**src/rtl/timer_alarm_pkg.sv**
```systemverilog
// Shared register map, CTRL bit positions and alarm FSM encoding for timer_alarm.
package timer_alarm_pkg;

   localparam int unsigned REG_IDX_W = 3;
   localparam int unsigned CTRL_W    = 3;

   localparam logic [REG_IDX_W-1:0] REG_CTRL     = 3'd0;
   localparam logic [REG_IDX_W-1:0] REG_DIV      = 3'd1;
   localparam logic [REG_IDX_W-1:0] REG_COUNT_LO = 3'd2;
   localparam logic [REG_IDX_W-1:0] REG_HI_SNAP  = 3'd3;
   localparam logic [REG_IDX_W-1:0] REG_CMP_LO   = 3'd4;
   localparam logic [REG_IDX_W-1:0] REG_CMP_HI   = 3'd5;
   localparam logic [REG_IDX_W-1:0] REG_PERIOD   = 3'd6;
   localparam logic [REG_IDX_W-1:0] REG_STATUS   = 3'd7;

   localparam int unsigned CTRL_EN     = 0;
   localparam int unsigned CTRL_PER    = 1;
   localparam int unsigned CTRL_IRQ_EN = 2;

   typedef enum logic [1:0] {
      ST_DISARMED = 2'd0,
      ST_ARMED    = 2'd1,
      ST_FIRED    = 2'd2
   } alarm_state_t;

endpackage

```
**src/rtl/tick_prescaler.sv**
```systemverilog
// Divides clk by (div+1); tick_c is high on the cycle whose edge wraps the prescaler.
module tick_prescaler #(
   parameter int unsigned DIV_W = 16
) (
   input  logic             clk,
   input  logic             reset,
   input  logic             enable,
   input  logic             clear,
   input  logic [DIV_W-1:0] div,
   output logic             tick_c
);

   logic [DIV_W-1:0] cnt;

   // A clearing write owns the cycle, so no tick is issued alongside it.
   assign tick_c = enable && !clear && (cnt == div);

   always_ff @(posedge clk or negedge reset) begin
      if (!reset) begin
         cnt <= '0;
      end else if (clear) begin
         cnt <= '0;
      end else if (enable) begin
         cnt <= (cnt == div) ? '0 : cnt + DIV_W'(1);
      end
   end

endmodule

```
**src/rtl/timer_alarm.sv**
```systemverilog
// Memory-mapped 64-bit tick counter with tear-free reads and a one-shot/periodic
// compare alarm driving a level interrupt.
module timer_alarm #(
   parameter int unsigned DEFAULT_DIV = 49,
   parameter int unsigned DIV_W       = 16
) (
   input  logic        clk,
   input  logic        reset,
   input  logic        en,
   input  logic        we,
   input  logic        re,
   input  logic [4:0]  addr,
   input  logic [31:0] wdata,
   output logic [31:0] rdata,
   output logic        irq
);
   import timer_alarm_pkg::*;

   logic [REG_IDX_W-1:0] idx;
   logic [1:0]           unused_addr;
   logic                 wr_c, rd_c;
   logic                 ctrl_wr_c, div_wr_c, cntlo_wr_c, cmp_wr_c, cmp_hi_wr_c, w1c_c;
   logic                 tick_c, match_c, fire_c, reload_c;

   logic [CTRL_W-1:0]    ctrl;
   logic [DIV_W-1:0]     div;
   logic [63:0]          count;
   logic [63:0]          cmp;
   logic [31:0]          hi_snap;
   logic [31:0]          period;
   logic                 pending;
   alarm_state_t         state, state_nx;

   assign idx         = addr[4:2];
   assign unused_addr = addr[1:0];
   assign wr_c        = en && we;
   assign rd_c        = en && re;
   assign ctrl_wr_c   = wr_c && (idx == REG_CTRL);
   assign div_wr_c    = wr_c && (idx == REG_DIV);
   assign cntlo_wr_c  = wr_c && (idx == REG_COUNT_LO);
   assign cmp_hi_wr_c = wr_c && (idx == REG_CMP_HI);
   assign cmp_wr_c    = cmp_hi_wr_c || (wr_c && (idx == REG_CMP_LO));
   assign w1c_c       = wr_c && (idx == REG_STATUS) && wdata[0];
   assign match_c     = (count >= cmp);
   assign irq         = pending && ctrl[CTRL_IRQ_EN];

   tick_prescaler #(.DIV_W(DIV_W)) u_prescaler (
      .clk    (clk),
      .reset  (reset),
      .enable (ctrl[CTRL_EN]),
      .clear  (div_wr_c || cntlo_wr_c),
      .div    (div),
      .tick_c (tick_c)
   );

   // Register file, counter and snapshot.
   always_ff @(posedge clk or negedge reset) begin
      if (!reset) begin
         ctrl    <= '0;
         div     <= DIV_W'(DEFAULT_DIV);
         count   <= '0;
         cmp     <= '0;
         hi_snap <= '0;
         period  <= '0;
         pending <= 1'b0;
      end else begin
         if (ctrl_wr_c) ctrl <= wdata[CTRL_W-1:0];
         if (div_wr_c) div <= wdata[DIV_W-1:0];
         if (wr_c && (idx == REG_PERIOD)) period <= wdata;
         if (rd_c && (idx == REG_COUNT_LO)) hi_snap <= count[63:32];

         if (cntlo_wr_c) count <= {32'd0, wdata};
         else if (tick_c) count <= count + 64'd1;

         if (wr_c && (idx == REG_CMP_LO)) cmp[31:0] <= wdata;
         else if (cmp_hi_wr_c) cmp[63:32] <= wdata;
         else if (reload_c) cmp <= cmp + {32'd0, period};

         // A new match beats a same-cycle clear.
         if (fire_c) pending <= 1'b1;
         else if (w1c_c) pending <= 1'b0;
      end
   end

   always_ff @(posedge clk or negedge reset) begin
      if (!reset) state <= ST_DISARMED;
      else        state <= state_nx;
   end

   always_comb begin
      state_nx = state;
      if (ctrl_wr_c && !wdata[CTRL_EN]) begin
         state_nx = ST_DISARMED;
      end else if (cmp_hi_wr_c && ctrl[CTRL_EN]) begin
         state_nx = ST_ARMED;
      end else begin
         case (state)
            ST_ARMED: if (fire_c && !ctrl[CTRL_PER]) state_nx = ST_FIRED;
            ST_FIRED: if (w1c_c) state_nx = ST_DISARMED;
            default:  state_nx = state;
         endcase
      end
   end

   // A compare write this cycle defers the match to the new value.
   always_comb begin
      fire_c   = 1'b0;
      reload_c = 1'b0;
      if ((state == ST_ARMED) && match_c && !cmp_wr_c) begin
         fire_c   = 1'b1;
         reload_c = ctrl[CTRL_PER];
      end
   end

   always_comb begin
      rdata = '0;
      unique case (idx)
         REG_CTRL:     rdata = 32'(ctrl);
         REG_DIV:      rdata = 32'(div);
         REG_COUNT_LO: rdata = count[31:0];
         REG_HI_SNAP:  rdata = hi_snap;
         REG_CMP_LO:   rdata = cmp[31:0];
         REG_CMP_HI:   rdata = cmp[63:32];
         REG_PERIOD:   rdata = period;
         REG_STATUS:   rdata = 32'({state, pending});
      endcase
   end

endmodule

```
**config.mk**
```make
export PLATFORM = sky130hd
export DESIGN_NAME = timer_alarm
export DESIGN_NICKNAME = d
export VERILOG_FILES = /design/src/rtl/timer_alarm_pkg.sv /design/src/rtl/tick_prescaler.sv /design/src/rtl/timer_alarm.sv
export SDC_FILE = /design/constraint.sdc
export NUM_CORES = 1
export LEC_CHECK = 0
export CAP_MARGIN = 30
export CELL_PAD_IN_SITES_DETAIL_PLACEMENT = 1
export CELL_PAD_IN_SITES_GLOBAL_PLACEMENT = 2
export CORE_MARGIN = 4
export CORE_UTILIZATION = 42
export CTS_BUF_LIST = sky130_fd_sc_hd__clkbuf_16
export DETAILED_ROUTE_END_ITERATION = 6
export GPL_TIMING_DRIVEN = 0
export PLACE_DENSITY_LB_ADDON = 0.25
export REMOVE_ABC_BUFFERS = 1
export SLEW_MARGIN = 25
export SYNTH_ARGS = -nofsm -noshare
export SYNTH_HDL_FRONTEND = slang
export SYNTH_HIERARCHICAL = 1
export SYNTH_SLANG_ARGS = --single-unit
```
**constraint.sdc**
```tcl
create_clock -name clk -period 8.5 [get_ports clk]
set_input_delay 2.125 -clock clk [delete_from_list [all_inputs] [get_ports clk]]
set_output_delay 2.125 -clock clk [all_outputs]
set_load 0.02 [all_outputs]
```
==> out/results.txt <==
Layout cells sized above 1: 10.9%
Placer congestion estimate: 0.894
DP Wirelength: 43700 um
Antenna fix cells: 0
NetSw: 1.71 mW
Number of cell rows: 70
Avg WL per Cell: 24.4 um
Final Max Tran Viols: 0
Setup bufs post-CTS: 0
Vias per cell: 6.06
DP Cell Count: 2253
Worst setup path class: in2out
Worst EP arrival: 5.87 ns
Top Layer Used: met4
# Max-Cap Violations: 0
Yosys reg bits: 230
Longest Clk Path Bufs: 3
Worst hold-check path type: reg2reg
Iteration-0 DRC Markers: 1014
Area Growth Syn to Fin: 15.4%
Most frequent cell after synthesis: dfrtp_1
Cells after Synth: 1768
Sw Ratio: 39.0%
Clock sinks: 230
Asr flop ratio synth: 100%
Routed via count: 14000
Post-Layout Cell Count: 2305
Clock share of power: 28.6%
CTS tree: done
Full die area: 0.0402 mm2
Dpl cell area: 0.0170 mm2
Fin crit period: 7.99 ns
Cell taking the most area after synthesis: dfrtp_1
Req. time, crit path: 6.38 ns
CTS Hold Bufs: 0
Util after Layout: 49.0%
Dominant synthesized flop cell: dfrtp_1
Outcome: completed
Final Hold Vio Count: 0
EDFF count, synth: 0
Unrepaired setup endpoints after global routing: false
Final setup fails: 0
CTS Root Cell: clkbuf_16
Worst-path maximum fanout: 29
Port-buffer cells: 72
Post-synth top cells: 227 x dfrtp_1, 199 x nand2_1, 148 x o21ai_0
Initial antenna violation count: 0
Tot GR Track Use: 27.3%
Comb pwr share: 35.0%
# DRC: 0
Slew @ Worst Pin: 0.962 ns
Met1 WL: 26300 um
Warnings from Yosys: 6
Synth area leaders: dfrtp_1 37%, ha_1 8.0%, mux2_2 6.2%
IR drop worst, VDD: 0.000129 V
Area share of the leading cell type in the synthesized netlist: 36.5%
GR Overflow Total: 0
Sequential share of power: 36.4%
Core box area: 0.0366 mm2
Final clock skew: 0.0214 ns
Vias in the first global route: 14300
DRT Pass-1 Iters: 6
H-tree depth: 1
Post-Route WL: 56200 um
Largest net degree at the start of global routing: 84
Global-route wire length before repair: 86800 um
FMAX: 125 MHz
Clock transition at path regs: 0.05 ns
Nets: 1961
Antenna Nets Post-Route: 0
Internal Power: 2.67 mW
Met2 wire len: 25200 um
Met3 wire length: 3600 um
Setup TNS: 0 ns
Synth cell types: 68
Inserted Clock Buffers: 29
Pleak: 7.84 nW
I/O pin count: 75
Post-CTS resize count: 0
Post-synthesis sequential area ratio: 37.0%
CP Capture Type: output port
Initial Utilization: 42.5%
Die X-Extent: 200 um
Area of the mapped netlist: 0.0156 mm2
Final instance area: 0.0180 mm2
Crit share post-route: 94.0%
Worst-Skew Late Latency: 0.58 ns
Slew margin rel.: 35.6%
Mapped Avg Cell Area: 8.80 um2
Height of the die: 200 um
Power per cell area: 244 mW/mm2
Crit path launch type: input pin
registers in the layout, summed over array words and instances (netlist names), 2 cells and up:
signal           cells
cmp                 64
count               64
hi_snap             32
period              32
div                 16
u_prescaler/cnt     16
ctrl                 3
state                2
power groups by stage:
stage          clock, mW  sequential, mW  combinational (mW)
3_5_place_dp           0            1.60                1.51
5_1_grt             1.31            1.62                1.71
2_1_floorplan          0            1.47                1.07
3_3_place_gp           0            1.59                1.43
4_1_cts             1.27            1.58                1.53
6_report            1.25            1.59                1.53
path summary, 6_finish.rpt:
kind,from,endpoint,slack (ns),depth (start not counted)
min in group asynchronous,reset,u_prescaler/cnt[7],1.40,1
worst max-delay path,addr[3],rdata[1],0.51,10
worst min-delay path,hi_snap[17],hi_snap[17],0.51,1
worst max register to register,div[1],count[63],3.33,13
max in group asynchronous,reset,count[48],5.74,4
worst min register to register,hi_snap[17],hi_snap[17],0.51,1
area by class of cell:
type / count / area [um2]
clock buffer: 29 / 726
fill: 4200 / 18700
clock inverter: 21 / 205
timing repair buffer: 109 / 1180
inverter: 85 / 319
multi-input combinational: 1363 / 9170
tap: 468 / 586
sequential: 230 / 5760
per-stage QoR:
| stage | hold slack, ns | worst slack [ns] | power (mW) |
|---|---|---|---|
| 6_report | 0.511 | 0.507 | 4.37 |
| 5_1_grt | 0.546 | 0.426 | 4.64 |
| 4_1_cts | 0.514 | 0.446 | 4.38 |
| 3_5_place_dp | 0.501 | 0.425 | 3.10 |
| 3_3_place_gp | 0.495 | -7.74 | 3.02 |
| 2_1_floorplan | 0.480 | -0.940 | 2.54 |
cells in the final DEF (no fill, tap or decap), types with 18 or more instances in the layout:
master / instances
dfrtp_1: 227
inv_1: 86
a21oi_1: 113
nand3_1: 56
or3_1: 22
and3_1: 31
buf_4: 18
mux2i_1: 22
nand4_1: 44
xnor2_1: 55
a22oi_1: 24
xor2_1: 66
mux2_2: 86
clkdlybuf4s50_1: 68
a21o_1: 18
o21ai_0: 148
ha_1: 100
nand2_1: 199
a221oi_1: 25
clkbuf_16: 29
a31oi_1: 23
nor2_1: 138
cells by family (layout without fill, tap and decap cells):
group                    after synthesis  in the layout  synth area share, %
AND/OR/NAND/NOR                      581            581                 17.7
AO/OA/AOI/OAI                        452            452                 18.2
flip-flops                           230            230                 37.0
buffers and inverters                175            244                 4.36
XOR/XNOR                             121            121                 6.81
multiplexers                         108            108                 7.64
adder cells (fa/ha/maj)              101            101                 8.17
worst max-delay path: stages:
cell and delay (ns):
buf_2 0.38, buf_12 0.27, clkinv_1 0.59, nor2_1 0.96, a22oi_1 0.20, a21oi_1 0.25
a221o_1 0.15, o311ai_0 0.12, o21ai_0 0.12, clkdlybuf4s50_1 0.65
metal layers:
layer | track usage (%) | vias up
li1 | - | 6488
met1 | 40.2 | 7032
met2 | 42.7 | 368
met3 | 4.12 | 71
met4 | 6.29 | 0
met5 | 0 | -
Note: power is estimated with default switching activity, not from simulation.
